--- src/rtl/regfile_pkg.sv ---
// -----------------------------------------------------------------------------
// regfile_pkg
// Shared definitions for the cfg_regfile configuration register file:
//   - RST_IMG_DEFAULT : default 16 x 8 reset image (entry 2 = 8'h81,
//                       entry 3 = 8'h20, all others 0)
//   - ADDR_*          : named addresses of the first four entries
//   - even_parity()   : parity helper used when REGFILE_PARITY_EN is defined
// No ports (package).
// -----------------------------------------------------------------------------
package regfile_pkg;

   localparam int DEF_DW    = 8;
   localparam int DEF_DEPTH = 16;

   // Entry i lives at bits [i*DW +: DW]; entries 15..4 are zero.
   localparam logic [DEF_DEPTH*DEF_DW-1:0] RST_IMG_DEFAULT =
      {96'h0, 8'h20, 8'h81, 16'h0000};

   // Entries 0..NEXP-1 are exported to the downstream configuration inputs.
   localparam int ADDR_CTRL       = 0;
   localparam int ADDR_UART_CFG   = 1;
   localparam int ADDR_ALU_CFG    = 2;
   localparam int ADDR_CLKDIV_CFG = 3;

   // Widest data word the parity helper covers; callers zero-extend.
   localparam int PAR_MAX_W = 64;

   // Even parity bit: the stored word plus this bit holds an even count of ones.
   function automatic logic even_parity(input logic [PAR_MAX_W-1:0] word);
      return ^word;
   endfunction

endpackage

--- src/rtl/cfg_regfile_if.sv ---
// -----------------------------------------------------------------------------
// cfg_regfile_if
// Register-file access bus between the control FSM (master) and cfg_regfile
// (slave).
//   wr_en, rd_en      : write / read requests, sampled on the rising clock edge
//   addr    [AW-1:0]  : entry address shared by read and write
//   wr_data [DW-1:0]  : write data
//   wr_mask [DW-1:0]  : per-bit write enable
//   rd_data [DW-1:0]  : registered read data
//   rd_valid          : one-cycle pulse, rd_data valid
//   err               : one-cycle pulse, bad address or read-only write
// -----------------------------------------------------------------------------
interface cfg_regfile_if #(
   parameter int DW = 8,
   parameter int AW = 4
) ();

   logic          wr_en;
   logic          rd_en;
   logic [AW-1:0] addr;
   logic [DW-1:0] wr_data;
   logic [DW-1:0] wr_mask;
   logic [DW-1:0] rd_data;
   logic          rd_valid;
   logic          err;

   modport master (
      output wr_en, rd_en, addr, wr_data, wr_mask,
      input  rd_data, rd_valid, err
   );

   modport slave (
      input  wr_en, rd_en, addr, wr_data, wr_mask,
      output rd_data, rd_valid, err
   );

endinterface

--- src/rtl/regfile_parity.sv ---
// -----------------------------------------------------------------------------
// regfile_parity
// Parity generate/check for cfg_regfile (used only with REGFILE_PARITY_EN).
//   wr_word     in  DW  merged word about to be stored
//   wr_par      out 1   even parity for wr_word
//   rd_word     in  DW  word currently addressed for read
//   rd_par      in  1   parity bit stored alongside rd_word
//   rd_mismatch out 1   stored parity disagrees with rd_word
// Purely combinational.
// -----------------------------------------------------------------------------
module regfile_parity
   import regfile_pkg::*;
#(
   parameter int DW = 8
) (
   input  logic [DW-1:0] wr_word,
   output logic          wr_par,
   input  logic [DW-1:0] rd_word,
   input  logic          rd_par,
   output logic          rd_mismatch
);

   assign wr_par      = even_parity(PAR_MAX_W'(wr_word));
   assign rd_mismatch = even_parity(PAR_MAX_W'(rd_word)) != rd_par;

endmodule

--- src/rtl/cfg_regfile.sv ---
// -----------------------------------------------------------------------------
// cfg_regfile
// Parametrised configuration register file with per-bit write masks,
// read-only entries, read-before-write on simultaneous access, address-range
// error reporting and NEXP combinationally exported entries.
//
// Ports:
//   clk        in   1        rising-edge clock
//   rst        in   1        asynchronous, active-low reset
//   bus        slave         cfg_regfile_if (wr_en, rd_en, addr, wr_data,
//                            wr_mask, rd_data, rd_valid, err)
//   regs_out   out  NEXP*DW  entries 0..NEXP-1, entry i at [i*DW +: DW]
//   parity_err out  1        only with REGFILE_PARITY_EN: pulses with
//                            rd_valid when the stored parity mismatches
//
// Build option: define REGFILE_PARITY_EN to add one even-parity bit per entry.
// -----------------------------------------------------------------------------
module cfg_regfile
   import regfile_pkg::*;
#(
   parameter int                  DW      = 8,
   parameter int                  DEPTH   = 16,
   parameter int                  AW      = 4,
   parameter int                  NEXP    = 4,
   parameter logic [DEPTH*DW-1:0] RST_IMG = RST_IMG_DEFAULT,
   parameter logic [DEPTH-1:0]    RO_MASK = '0
) (
   input  logic               clk,
   input  logic               rst,
   cfg_regfile_if.slave       bus,
   output logic [NEXP*DW-1:0] regs_out
`ifdef REGFILE_PARITY_EN
   ,
   output logic               parity_err
`endif
);

   logic [DW-1:0] entry_val [DEPTH];
   logic [DW-1:0] rd_word;
   logic [DW-1:0] merged;
   logic          in_range;
   logic          ro_hit;
   logic          wr_ok;

   // DEPTH need not be a power of two, so the top of the address space may be
   // unpopulated.
   assign in_range = 32'(bus.addr) < 32'(DEPTH);

   // Addressed entry and its read-only flag. Out-of-range addresses match no
   // entry, leaving rd_word = 0 and ro_hit = 0.
   always_comb begin
      rd_word = '0;
      ro_hit  = 1'b0;
      for (int i = 0; i < DEPTH; i++) begin
         if (bus.addr == AW'(i)) begin
            rd_word = entry_val[i];
            ro_hit  = RO_MASK[i];
         end
      end
   end

   // Only one entry is written per cycle, so the merge is computed once from
   // the addressed entry and shared by all storage slots.
   assign merged = (rd_word & ~bus.wr_mask) | (bus.wr_data & bus.wr_mask);
   assign wr_ok  = bus.wr_en & in_range & ~ro_hit;

`ifdef REGFILE_PARITY_EN
   logic entry_par [DEPTH];
   logic rd_par;
   logic wr_par;
   logic rd_mismatch;

   always_comb begin
      rd_par = 1'b0;
      for (int i = 0; i < DEPTH; i++) begin
         if (bus.addr == AW'(i)) begin
            rd_par = entry_par[i];
         end
      end
   end

   regfile_parity #(
      .DW (DW)
   ) u_parity (
      .wr_word     (merged),
      .wr_par      (wr_par),
      .rd_word     (rd_word),
      .rd_par      (rd_par),
      .rd_mismatch (rd_mismatch)
   );
`endif

   genvar gi;

   // Storage: one register per entry. A reset image is required, so the
   // entries are flops rather than a RAM.
   generate
      for (gi = 0; gi < DEPTH; gi++) begin : g_entry
         logic [DW-1:0] q;

         always_ff @(posedge clk or negedge rst) begin
            if (!rst) begin
               q <= RST_IMG[gi*DW +: DW];
            end else if (wr_ok && (bus.addr == AW'(gi))) begin
               q <= merged;
            end
         end

         assign entry_val[gi] = q;

`ifdef REGFILE_PARITY_EN
         logic p;

         // Parity follows the merged word, so masked writes stay consistent.
         always_ff @(posedge clk or negedge rst) begin
            if (!rst) begin
               p <= even_parity(PAR_MAX_W'(RST_IMG[gi*DW +: DW]));
            end else if (wr_ok && (bus.addr == AW'(gi))) begin
               p <= wr_par;
            end
         end

         assign entry_par[gi] = p;
`endif
      end

      for (gi = 0; gi < NEXP; gi++) begin : g_export
         assign regs_out[gi*DW +: DW] = entry_val[gi];
      end
   endgenerate

   // Read port and status pulses. The read uses the pre-edge contents, so a
   // simultaneous write to the same address is seen only from the next cycle.
   always_ff @(posedge clk or negedge rst) begin
      if (!rst) begin
         bus.rd_data  <= '0;
         bus.rd_valid <= 1'b0;
         bus.err      <= 1'b0;
`ifdef REGFILE_PARITY_EN
         parity_err   <= 1'b0;
`endif
      end else begin
         bus.rd_valid <= bus.rd_en;
         bus.err      <= (bus.rd_en & ~in_range) |
                         (bus.wr_en & (~in_range | ro_hit));
         if (bus.rd_en) begin
            bus.rd_data <= in_range ? rd_word : '0;
         end
`ifdef REGFILE_PARITY_EN
         parity_err   <= bus.rd_en & in_range & rd_mismatch;
`endif
      end
   end

endmodule

--- src/flat_wrapper.sv ---
// flat-port wrapper written by rule: the top's interface ports become plain ports
module cfg_regfile_flat import regfile_pkg::*;
#(
   parameter int                  DW      = 8,
   parameter int                  DEPTH   = 16,
   parameter int                  AW      = 4,
   parameter int                  NEXP    = 4,
   parameter logic [DEPTH*DW-1:0] RST_IMG = RST_IMG_DEFAULT,
   parameter logic [DEPTH-1:0]    RO_MASK = '0
)
  (clk, rst, regs_out, bus_wr_en, bus_rd_en, bus_addr, bus_wr_data, bus_wr_mask, bus_rd_data, bus_rd_valid, bus_err);
  cfg_regfile_if #(.DW(DW), .AW(AW)) bus_i ();
  input  logic clk;
  input  logic rst;
  output logic [NEXP*DW-1:0] regs_out;
  input wire logic [$bits(bus_i.wr_en)-1:0] bus_wr_en;
  input wire logic [$bits(bus_i.rd_en)-1:0] bus_rd_en;
  input wire logic [$bits(bus_i.addr)-1:0] bus_addr;
  input wire logic [$bits(bus_i.wr_data)-1:0] bus_wr_data;
  input wire logic [$bits(bus_i.wr_mask)-1:0] bus_wr_mask;
  output wire logic [$bits(bus_i.rd_data)-1:0] bus_rd_data;
  output wire logic [$bits(bus_i.rd_valid)-1:0] bus_rd_valid;
  output wire logic [$bits(bus_i.err)-1:0] bus_err;
  assign bus_i.wr_en = bus_wr_en;
  assign bus_i.rd_en = bus_rd_en;
  assign bus_i.addr = bus_addr;
  assign bus_i.wr_data = bus_wr_data;
  assign bus_i.wr_mask = bus_wr_mask;
  assign bus_rd_data = bus_i.rd_data;
  assign bus_rd_valid = bus_i.rd_valid;
  assign bus_err = bus_i.err;
  cfg_regfile #(.DW(DW), .DEPTH(DEPTH), .AW(AW), .NEXP(NEXP), .RST_IMG(RST_IMG), .RO_MASK(RO_MASK)) u_core (.clk(clk), .rst(rst), .bus(bus_i), .regs_out(regs_out));
endmodule
--- config.mk ---
export PLATFORM = sky130hd
export DESIGN_NAME = cfg_regfile_flat
export DESIGN_NICKNAME = d
export VERILOG_FILES = /design/src/rtl/regfile_pkg.sv /design/src/rtl/cfg_regfile_if.sv /design/src/rtl/regfile_parity.sv /design/src/rtl/cfg_regfile.sv /design/src/flat_wrapper.sv
export SDC_FILE = /design/constraint.sdc
export NUM_CORES = 1
export LEC_CHECK = 0
export CAP_MARGIN = 0
export CORE_AREA = 2 2 121 123
export CTS_BUF_LIST = sky130_fd_sc_hd__clkbuf_2
export DETAILED_ROUTE_END_ITERATION = 7
export DIE_AREA = 0 0 123 125
export GPL_ROUTABILITY_DRIVEN = 0
export PLACE_DENSITY = 0.73
export SLEW_MARGIN = 20
export SYNTH_ARGS = -nofsm -noshare
export SYNTH_HDL_FRONTEND = slang
export SYNTH_SLANG_ARGS = --single-unit
--- constraint.sdc ---
create_clock -name clk -period 2.5 [get_ports clk]
set_clock_uncertainty 0.2 [all_clocks]
set_input_delay 0.375 -clock clk [delete_from_list [all_inputs] [get_ports clk]]
set_output_delay 0.375 -clock clk [all_outputs]
set_load 0.05 [all_outputs]
# After elaboration in Yosys (flattened, before gate mapping)
# Cells that the tools add are included.
dict set report op_classes {
  mux 16
  reduce_logical 17
  eq_ne 15
  bitwise 4
}
# cell count
set ops {}
lappend ops {{8-bit 2-to-1 mux} 16}
lappend ops {{4-bit equality test, second input constant} 8}
lappend ops {{8-bit bitwise AND} 2}
lappend ops {{4-bit by 3-bit equality test with 1-bit output, second input constant} 4}
lappend ops {{1-bit logical AND} 16}
lappend ops {{4-bit by 2-bit equality test with 1-bit output, second input constant} 2}
lappend ops {{8-bit NOT} 1}
lappend ops {{8-bit OR} 1}
lappend ops {{4-bit by 1-bit equality test with 1-bit output, second input constant} 1}
lappend ops {{4-bit zero test} 1}
dict set report word_totals {
  inputBits 24
  output_inout_bits 42
  ff_bits 137
  elab_cells 70
}

# Logic depth before layout (Yosys ltp)
# Gate-level depths: netlist of run 1.
dict set report depth {
  ltp_word 19
  mapped_depth 10
  mapped_depth_nobuf 6
}

# Worst setup path before layout of run 1
# Ideal clock, no wire load.
dict set report synth_timing {
  path_kind {flip-flop to flip-flop}
  startpoint {reg u_core.g_entry[3].q[0]}
  endpoint {reg u_core.g_entry[0].q[0]}
  setup_ps 125
  stages_incl_launch_ff 7
  path_buffers 1
  required_time_ps 2175
  slack_ps 107
  arrival_time_ps 2068
  period_less_slack_ps 2393
  path_cell_list {dfrtp_1 mux4_2 o22a_1 o32ai_2 o21ai_1 buf_2 mux2_2}
}
dict set report synth_via {
  elab_chain_len 15
}
# item line_no
set synth_lines {}
lappend synth_lines {{start, declared} cfg_regfile.sv:99} ;# logic [DW-1:0] q;
lappend synth_lines {{start signal, assigned} cfg_regfile.sv:103} ;# q <= RST_IMG[gi*DW +: DW];
lappend synth_lines {{start signal, assigned} cfg_regfile.sv:105} ;# q <= merged;
lappend synth_lines {{8-bit 2-to-1 mux (13 in a row)} cfg_regfile.sv:55} ;# if (bus.addr == AW'(i)) begin
lappend synth_lines {{8-bit bitwise AND} cfg_regfile.sv:64} ;# assign merged = (rd_word & ~bus.wr_mask) | (bus.wr_data & bus.wr_mask);
lappend synth_lines {{8-bit OR} cfg_regfile.sv:64}
lappend synth_lines {{end signal, assigned} cfg_regfile.sv:103}
lappend synth_lines {{end signal, assigned} cfg_regfile.sv:105}
lappend synth_lines {{end, declared} cfg_regfile.sv:99}
# No other way between the ends.
# A chain may end at the register's enable or synchronous reset.

# Worst setup path in the final report of run 1
# Same ends and word-level chain as after synthesis.

==> out/results.ini, run 1 <==
[outcome]
outcome = completed

[placed_design]
post_dp_cell_area_um2 = 8806
portBuffers = 64
place_hpwl_um = 16860

[floorplan]
die_w_um = 123
dieArea_um2 = 15380
die_y_um = 125
num_rows = 44
ioPinCount = 66
core_region_area_um2 = 14200
initial_core_util_pct = 49.59

[timing]
min_period_over_period_pct = 96.96
slew-limit-headroom_pct = 66.59
worstMarginPinSlew_ps = 500.3
setup_violations = 0
slew_viol_final = 0
timing.final.hold_violations = 0
layout_min_cycle_time_ps = 2424
rsz0062_at_grt = false
fmax_mhz = 412.5

[detailed_routing]
dr.pass1.iters = 5
vias_per_cell = 6.058
drt_iter0_markers = 673
drc = 0
num_vias = 6852
wirelength_um = 22840
routedWlPerCell_um = 20.19
antenna_left = 0

[global_route]
grt_overflow = 0
grt_max_degree = 43
grt_pass1_wl_um = 36400
grt_pass1_vias = 6786
antenna_found_initial = 0
grt_use_total_pct = 31.21

[critical_path]
crit_required_ps = 2920
path_buf_inv = 1
critical_path_class = flop to flop
arrival_ps = 2850
critPathMaxFanout = 8
slowest_delay_ps = 510
critPathCaptureType = flop
crit_chain = mux4_2 > o22a_1 > o32ai_2 > o21ai_1 > buf_4 > mux2_2
critPathSlowestCell = mux4_2
cp_top_family = multiplexers
startpoint_type = flop

[synthesis]
ys.flop_type = dfrtp_1
synth.largest_area_cell = dfrtp_1
synthCells = 746
synth-seq-cells = 137
syn_avg_cell_area_um2 = 9.441
synth_top_area_share_pct = 47.61
synth_edf_count = 0
synth_nets = 770
synth-warning-count = 0
seq_area_frac_synth_pct = 48.73
synth_area_leaders = dfrtp_1 48%, o21ai_0 7.0%, nand2_1 6.2%
synth_cell_types = 64
syn_area_um2 = 7043
async_reset_ff_share_pct = 100.0

[cts]
cts_tree = done
clk_pin_slew_ps = 210
cts_sinks = 137
worstSkewPairLatency_ps = 730
root_buffer = clkbuf_2
clk_path_buf_depth = 2
htree_levels = 4
cts_buffers = 17
post-cts-setup-buffers = 0

[power]
ir_worst_vdd_uv = 415.9
p_per_area_nw_per_um2 = 748.6
p_leak_nw = 4.205

[job]
maxCapViolations = 0

[layout]
final_cell_area_um2 = 9094
diodes = 0
seq_area_um2 = 3432
synthToLayoutAreaGrowth_pct = 29.12
multi_input_area_um2 = 3274
nets = 958
drive_above_1_share_pct = 25.24
fillCellCount = 1176
finalCoreUtilization_pct = 64.02

[hold_path]
hold_class = input pin to flop

-- per-layer routing --
| metal | vias to the layer above | track usage [%] | share of wire (%) | wire length (um) |
|---|---|---|---|---|
| met5 | - | 0 | 0 | 0 |
| met3 | 91 | 5.566 | 8.2 | 1879 |
| li1 | 3069 | - | - | - |
| met4 | 0 | 15.24 | 4.7 | 1067 |
| met1 | 3284 | 41.50 | 40 | 9221 |
| met2 | 408 | 49.24 | 47 | 10670 |
-- synth_stat cells (all sizes together), types with 2 or more instances --
master and instances:
and3 3, a221oi 8, inv 18, and2 4, a21oi 28, nor2 54, nor3 13, a22oi 4
nand3 25, buf 25, or2 2, o21ai 108, mux4 2, nand4 2, nand2 117, nor4 2
o32a 3, o21a 5, nor2b 9, mux2i 16, a2bb2oi 2, o31ai 2, mux2 41, o211ai 2
o31a 4, o32ai 3, o221ai 5, a211oi 6, dfrtp 134, clkbuf 20, a2111oi 2, a31oi 27
dfstp 3, o2bb2ai 2, nand2b 14, nand3b 5, o22ai 11
-- power breakdown --
group          internal [mW]  total, mW  switching [mW]
Clock                  0.748       1.57           0.824
Sequential              2.73       3.11           0.379
Combinational          0.829       2.13            1.30
Total                   4.31       6.81            2.50
-- metrics by stage --
| stage | total power [mW] | hold slack (ps) | TNS [ps] | worst slack [ps] | instances |
|---|---|---|---|---|---|
| 3_5_place_dp | 5.343 | 143.1 | -44580 | -463.9 | 1096 |
| 6_report | 6.808 | 102.6 | 0 | 75.95 | 1131 |
| 3_3_place_gp | 5.251 | 137.4 | -35870 | -377.0 | 1096 |
| 2_1_floorplan | 4.425 | -120.6 | 0 | 107.4 | 746 |
| 4_1_cts | 6.810 | 43.40 | 0 | 3.596 | 1131 |
| 5_1_grt | 7.137 | 100.1 | 0 | 14.96 | 1131 |
-- area by class of cell --
cell class                      count  share of cell area (%)
Multi-Input combinational cell    545                   36.01
Clock buffer                       18                  0.9906
Inverter                           19                  0.7843
Sequential cell                   137                   37.74
Clock inverter                     14                   2.243
Timing Repair Buffer              214                   19.70
Tap cell                          184                   2.532
-- state kept, by name, indices dropped and copies added (netlist names) --
signal / count
u_core.bus.rd_valid: 1
u_core.g_entry.q: 128
u_core.bus.rd_data: 8
-- what timing repair did --
item,in CTS,in global routing
hold buffers,3,0
setup endpoints to repair,40,2
cloned,0,0
endpoints found under the hold margin,137,0
resized for setup,40,2
-- kinds of logic (layout without fill, tap and decap cells) --
group	after synthesis	count (layout)	share of synthesized area (%)
AOI/OAI and AO/OA	231	231	20.41
buffers and inverters	64	265	4.779
DFF	137	137	48.73
muxes	59	59	10.00
other	1	1	0.05324
and+or+nand+nor	254	254	16.02
-- cell usage in the layout (no fill, tap or decap), drive strengths merged, types with 13 or more instances in the layout --
| cell | instances |
|---|---|
| mux2 | 41 |
| a21oi | 28 |
| clkdlybuf4s50 | 20 |
| dlygate4sd2 | 39 |
| o21ai | 108 |
| nor3 | 13 |
| inv | 18 |
| a31oi | 27 |
| dfrtp | 134 |
| nand2b | 14 |
| clkbuf | 18 |
| buf | 151 |
| nor2 | 54 |
| nand3 | 25 |
| mux2i | 16 |
| nand2 | 117 |
-- final timing paths --
kind / slack [ps] / cells after the start / to / start
worst min-delay path: 100 / 3 / u_core.g_entry[15].q[2]$_DFFE_PN0P_ / bus_wr_data[2]
max in group asynchronous: 1240 / 4 / u_core.g_entry[13].q[0]$_DFFE_PN0P_ / rst
min in group asynchronous: 510 / 3 / u_core.g_entry[2].q[7]$_DFFE_PN1P_ / rst
worst max-delay path: 80 / 6 / u_core.g_entry[0].q[0]$_DFFE_PN0P_ / u_core.g_entry[3].q[0]$_DFFE_PN0P_
worst max register to register: 80 / 6 / u_core.g_entry[0].q[0]$_DFFE_PN0P_ / u_core.g_entry[3].q[0]$_DFFE_PN0P_
worst min register to register: 310 / 2 / u_core.g_entry[4].q[3]$_DFFE_PN0P_ / u_core.g_entry[4].q[3]$_DFFE_PN0P_
-- worst register-to-register path: cells and delay by family, from the launching register on --
family | cells | cell delay, ps
AOI/OAI and AO/OA | 3 | 700
buffers and inverters | 1 | 200
muxes | 2 | 770
DFF | 1 | 450
(Power assumes the default switching activity.)
==> run 2, diff against run 1 <==
--- a/config.mk
+++ b/config.mk
@@ -6,10 +6,10 @@
 export NUM_CORES = 1
 export LEC_CHECK = 0
 export CAP_MARGIN = 0
-export CORE_AREA = 2 2 121 123
+export CORE_AREA = 2 2 109 137
 export CTS_BUF_LIST = sky130_fd_sc_hd__clkbuf_2
 export DETAILED_ROUTE_END_ITERATION = 7
-export DIE_AREA = 0 0 123 125
+export DIE_AREA = 0 0 111 139
 export GPL_ROUTABILITY_DRIVEN = 0
 export PLACE_DENSITY = 0.73
 export SLEW_MARGIN = 20
==> run 2 against run 1 <==
- count of clock-buffer cells in the layout down 1
- global-route usage decreased by 0.83 points
- utilization fell by 0.68 points
- worst setup slack worse by 12 ps
- final cell count is 2.0% lower
- routed wire length shrank 0.49%
- via count down 2.1%
- register-to-register slack barely moved
- worst hold slack worse by 39 ps
- critical path type unchanged
- critical endpoint is now u_core.g_entry[1].q[5]$_DFFE_PN0P_
- largest cell class unchanged
- highest routed layer unchanged
==> out/results.ini, run 2 (synthesized netlist as in run 1, its figures left out) <==
[outcome]
outcome = completed

[floorplan]
initial_core_util_pct = 49.73  ; +0.14 points
ioPinCount = 66  ; unchanged
dieArea_um2 = 15430  ; +0.35%
core_region_area_um2 = 14160  ; -0.29%
num_rows = 49  ; +11%
die_y_um = 139  ; +11%
die_w_um = 111  ; -9.8%

[cts]
htree_levels = 4  ; unchanged
worstSkewPairLatency_ps = 790  ; +60 ps
clk_pin_slew_ps = 220  ; about the same
cts_buffers = 17  ; unchanged
post-cts-setup-buffers = 0  ; unchanged
cts_tree = done
cts_sinks = 137  ; unchanged
clk_path_buf_depth = 2  ; unchanged
root_buffer = clkbuf_2

[detailed_routing]
routedWlPerCell_um = 20.51  ; +1.6%
wirelength_um = 22730  ; -0.49%
dr.pass1.iters = 6  ; +1
drc = 0  ; unchanged
vias_per_cell = 6.053  ; about the same
antenna_left = 0  ; unchanged
num_vias = 6707  ; -2.1%
drt_iter0_markers = 734  ; +9.1%

[critical_path]
critPathSlowestCell = a2111oi_0
arrival_ps = 2920  ; +70 ps
path_buf_inv = 1  ; unchanged
crit_required_ps = 2990  ; +70 ps
critical_path_class = flop to flop
startpoint_type = flop
critPathMaxFanout = 16  ; +8
crit_chain = nand2b_1 > a2111oi_0 > o32ai_1 > o221ai_1 > o2bb2ai_1 > buf_4 > o21ai_0
cp_top_family = compound AO/OA/AOI/OAI gates
slowest_delay_ps = 640  ; +130 ps
critPathCaptureType = flop

[global_route]
grt_pass1_wl_um = 36290  ; -0.30%
grt_use_total_pct = 30.38  ; -0.83 points
gr-usage-met3_pct = 6.075  ; +0.51 points
grt_util_met2_pct = 49.18  ; -0.060 points
grt_overflow = 0  ; unchanged
grt-busiest-layer = met2
grt_max_degree = 59  ; +37%
grt_pass1_vias = 6660  ; -1.9%
globalRouteMet1Util_pct = 37.45  ; -4.0 points
antenna_found_initial = 1  ; +1

[layout]
final_common_cell = dfrtp_1
largest_register_ffs = 128  ; unchanged
drive_above_1_share_pct = 24.54  ; -0.70 points
final_cell_mix = 134 x dfrtp_1, 121 x buf_4, 117 x nand2_1
nets = 940  ; -1.9%
top_regs = u_core.g_entry.q: 128 flops, u_core.bus.rd_data: 8 flops, u_core.bus.rd_valid: 1 flops
final_cell_area_um2 = 8971  ; -1.3%
final_cell_count_no_fill = 1108  ; -2.0%
finalCoreUtilization_pct = 63.34  ; -0.68 points
synthToLayoutAreaGrowth_pct = 27.38
top_register = u_core.g_entry.q

[timing]
setup_slack_ps = 64.35  ; -11.60 ps
slew-limit-headroom_pct = 55.01  ; -12 points
min_period_over_period_pct = 97.43  ; +0.46 points
worstMarginPinSlew_ps = 657.9  ; +157.6 ps
slew_viol_final = 0  ; unchanged
setup_violations = 0  ; unchanged
rsz0062_at_grt = false
timing.final.hold_violations = 0  ; unchanged
layout_min_cycle_time_ps = 2436  ; +11.60 ps
fmax_mhz = 410.6  ; -0.48%

[power]
p_leak_nw = 4.118  ; -2.1%
p_per_area_nw_per_um2 = 759.0  ; +1.4%
ir_worst_vdd_uv = 484.9  ; +17%

[job]
maxCapViolations = 0  ; unchanged

[placed_design]
post_dp_cell_area_um2 = 8701  ; -1.2%
place_hpwl_um = 17000  ; +0.86%
portBuffers = 64  ; unchanged
pre_cts_ws_ps = -464.8  ; -0.9000 ps
dp.cells = 1072  ; -2.2%

[hold_path]
hold_class = input pin to flop

[run 2: cell type report]
type / instances / area (um^2)
fillers: 1150 / 5191
diodes: 1 / 2.502
clock inverters: 15 / 198.9
multi-input cells: 545 / 3274
flip-flops and latches: 137 / 3432
clock buffers: 17 / 85.08
well taps: 178 / 222.7
inverters: 19 / 71.32
repair buffers: 196 / 1684
[run 2: worst paths after layout]
kind,from,end,slack [ps],cells after the start
min in group asynchronous,rst,u_core.g_entry[2].q[7]$_DFFE_PN1P_,460,3
max,u_core.g_entry[3].q[5]$_DFFE_PN1P_,u_core.g_entry[1].q[5]$_DFFE_PN0P_,60,7
min reg2reg,u_core.g_entry[13].q[4]$_DFFE_PN0P_,u_core.g_entry[13].q[4]$_DFFE_PN0P_,310,2
max reg2reg,u_core.g_entry[3].q[5]$_DFFE_PN1P_,u_core.g_entry[1].q[5]$_DFFE_PN0P_,60,7
max in group asynchronous,rst,u_core.g_entry[3].q[5]$_DFFE_PN1P_,1290,4
min,bus_rd_en,u_core.bus.rd_valid$_DFF_PN0_,60,2
[run 2: per-layer routing]
layer  vias to the layer above  wire (um)  part of all wire, %
met5                         -          0                    0
met4                         0       1428                  6.3
met3                        88       1811                  8.0
met2                       378      10900                   48
met1                      3222       8583                   38
li1                       3019          -                    -
[run 2: report_power, final]
| group | switching [mW] | total, mW | internal (mW) |
|---|---|---|---|
| sequential | 0.410 | 3.14 | 2.73 |
| combinational | 1.30 | 2.11 | 0.813 |
| clock | 0.899 | 1.56 | 0.660 |
| total | 2.61 | 6.81 | 4.20 |
[run 2: repair_timing]
action	4_1_cts	5_1_grt
hold buffers	3	0
resized for setup	45	2
setup endpoints to repair	41	2
endpoints found under the hold margin	137	0
[run 2: per-stage QoR]
stage	hold slack [ps]	TNS [ps]	total power [mW]
final	63.88	0	6.809
after global routing	13.68	0	7.106
after CTS	21.45	0	6.801
after detailed placement	108.3	-42910	5.359
after global placement	101.5	-39780	5.272
after floorplan	-120.6	0	4.425
==> run 3, diff against run 2 <==
--- a/config.mk
+++ b/config.mk
@@ -7,7 +7,6 @@
 export LEC_CHECK = 0
 export CAP_MARGIN = 0
 export CORE_AREA = 2 2 109 137
-export CTS_BUF_LIST = sky130_fd_sc_hd__clkbuf_2
 export DETAILED_ROUTE_END_ITERATION = 7
 export DIE_AREA = 0 0 111 139
 export GPL_ROUTABILITY_DRIVEN = 0
==> run 3 against run 2 <==
- maximum frequency is essentially flat
- flip-flop and latch count unchanged
- sequential power about the same
- worst hold slack improved by 150 ps
- global-route usage rose by 0.35 points
- combinational power rose by 7%
- worst setup slack barely moved
- via count increased by 2.3%
- utilization is 3.2 points higher
- die area did not move
- critical path depth decreased by 1
- critical path type unchanged
- largest power group unchanged
- highest routed layer unchanged
==> out/results.ini, run 3 (synthesized netlist as in run 1, its figures left out) <==
[outcome]
outcome = completed

[detailed_routing]
wirelength_um = 23360  ; +2.8%
drt_iter0_markers = 676  ; -7.9%
routedWlPerCell_um = 21.12  ; +3.0%
drc = 0  ; unchanged
vias_per_cell = 6.203  ; +2.5%
antenna_left = 0  ; unchanged
num_vias = 6861  ; +2.3%
dr.pass1.iters = 7  ; +1

[timing]
slew-limit-headroom_pct = 64.75  ; +9.7 points
setup_violations = 0  ; unchanged
hold_ws_ps = 216.4  ; +152.5 ps
fmax_mhz = 410.5  ; about the same
worstMarginPinSlew_ps = 527.4  ; -130.5 ps
setup_tns_ps = 0  ; unchanged
slew_viol_final = 0  ; unchanged
layout_min_cycle_time_ps = 2436  ; +0.1362 ps
setup_slack_ps = 64.22  ; -0.1362 ps
min_period_over_period_pct = 97.43  ; about the same
rsz0062_at_grt = false
timing.final.hold_violations = 0  ; unchanged

[job]
maxCapViolations = 0  ; unchanged

[floorplan]
initial_core_util_pct = 49.73  ; unchanged
die_w_um = 111  ; unchanged
die_y_um = 139  ; unchanged
num_rows = 49  ; unchanged
core_region_area_um2 = 14160  ; unchanged
ioPinCount = 66  ; unchanged
dieArea_um2 = 15430  ; unchanged

[critical_path]
cp-startpoint = u_core.g_entry[3].q[0]$_DFFE_PN0P_
startpoint_type = flop
crit_required_ps = 2610  ; -380 ps
arrival_ps = 2550  ; -370 ps
critPathMaxFanout = 13  ; -3
critical_path_class = flop to flop
reg2reg_slack_ps = 60  ; about the same
r2r_end = u_core.g_entry[0].q[0]$_DFFE_PN0P_
setup.worst_path.end = u_core.g_entry[0].q[0]$_DFFE_PN0P_
regToRegStartpoint = u_core.g_entry[3].q[0]$_DFFE_PN0P_
r2r_cells = 6  ; -1
critPathCaptureType = flop

[power]
swShare_pct = 34.11  ; -4.2 points
p_per_area_nw_per_um2 = 859.2  ; +13%
pwr-share-seq_pct = 39.0  ; -7.1 points
power.internal_mw = 5.335  ; +27%
ir_worst_vdd_uv = 643.2  ; +33%
clockPowerShare_pct = 33.2  ; +10 points
combinationalPowerShare_pct = 27.7  ; -3.3 points
p_leak_nw = 4.167  ; +1.2%
p_sw_mw = 2.762  ; +6.0%
finalPower_mw = 8.097  ; +19%

[global_route]
grt_use_total_pct = 30.73  ; +0.35 points
grt_pass1_vias = 6803  ; +2.1%
antenna_found_initial = 0  ; -1
grt_overflow = 0  ; unchanged
grt_max_degree = 59  ; unchanged
grt_pass1_wl_um = 36980  ; +1.9%

[cts]
cts_buffers = 17  ; unchanged
cts_tree = done
cts_sinks = 137  ; unchanged
clk_path_buf_depth = 2  ; unchanged
root_buffer = clkbuf_16
worstSkewPairLatency_ps = 430  ; -360 ps
clk_pin_slew_ps = 60  ; -160 ps
htree_levels = 4  ; unchanged

[layout]
fillCellCount = 1065  ; -7.4%
drive_above_1_share_pct = 25.32  ; +0.78 points
final_common_cell = dfrtp_1
diodes = 0  ; -1
nets = 939  ; -0.11%
finalCoreUtilization_pct = 66.54  ; +3.2 points
largest_register_ffs = 128  ; unchanged
final_cell_mix = 134 x dfrtp_1, 120 x buf_4, 116 x nand2_1
top_regs = u_core.g_entry.q: 128 flops, u_core.bus.rd_data: 8 flops, u_core.bus.rd_valid: 1 flops
synthToLayoutAreaGrowth_pct = 33.81
final_cell_count_no_fill = 1106  ; -0.18%
top_register = u_core.g_entry.q
final_cell_area_um2 = 9424  ; +5.0%

[placed_design]
place_hpwl_um = 17000  ; unchanged
dp.cells = 1072  ; unchanged
post_dp_cell_area_um2 = 8701  ; unchanged
pre_cts_ws_ps = -464.8  ; unchanged
portBuffers = 64  ; unchanged

[hold_path]
hold_class = input pin to async pin

-- run 3: changes by cell type in the layout (fill, tap and decap cells not counted), sizes merged --
| cell | previous run | this run |
|---|---|---|
| clkdlybuf4s15 | 1 | 0 |
| clkdlybuf4s50 | 20 | 61 |
| dlygate4sd3 | 2 | 1 |
| diode | 1 | 0 |
| clkbuf | 19 | 17 |
| dlygate4sd2 | 38 | 0 |
-- run 3: area by class of cell --
| class | count | area (um^2) | share of cell area [%] |
|---|---|---|---|
| Inverter | 19 | 71.32 | 0.7568 |
| Sequential cell | 137 | 3432 | 36.42 |
| Timing Repair Buffer | 195 | 1729 | 18.35 |
| Tap cell | 178 | 222.7 | 2.363 |
| Multi-Input combinational cell | 545 | 3344 | 35.49 |
| Clock inverter | 15 | 198.9 | 2.111 |
| Clock buffer | 17 | 425.4 | 4.514 |
-- run 3: what timing repair did --
item	in CTS	in global routing
hold buffers	1	0
endpoints found under the setup margin	9	86
pin swaps	0	2
resized for setup	3	16
setup buffers	0	1
hold endpoints to repair	37	0
-- run 3: power by group through the flow --
stage | clock network (mW) | registers [mW] | logic [mW]
5_1_grt | 2.80 | 3.21 | 2.39
4_1_cts | 2.71 | 3.14 | 2.21
2_1_floorplan | 0 | 3.52 | 0.901
3_3_place_gp | 0 | 3.14 | 2.13
3_5_place_dp | 0 | 3.16 | 2.20
6_report | 2.69 | 3.16 | 2.25
-- run 3: worst min path at each step --
stage	end	slack [ps]	depth (start not counted)
after floorplan	u_core.bus.rd_data[0]$_DFFE_PN0P_	-120	0
after global placement	u_core.g_entry[9].q[6]$_DFFE_PN0P_	100	1
after detailed placement	u_core.g_entry[9].q[6]$_DFFE_PN0P_	110	1
after CTS	u_core.g_entry[9].q[1]$_DFFE_PN0P_	230	2
after global routing	u_core.g_entry[9].q[1]$_DFFE_PN0P_	270	2
final	u_core.g_entry[12].q[5]$_DFFE_PN0P_	220	2
-- run 3: layer usage --
layer | up-vias | global-route usage [%] | part of all wire (%)
met5 | - | 0 | 0
met4 | 0 | 18.55 | 6.3
met3 | 113 | 6.206 | 7.9
met2 | 441 | 50.18 | 48
met1 | 3284 | 37.63 | 37
li1 | 3023 | - | -
-- run 3: critical path, stage by stage (launching register included) --
cell and delay, ps:
dfrtp_1 400, mux4_2 550, o22a_1 240, o32ai_2 360
o21ai_1 100, buf_4 200, mux2_2 280
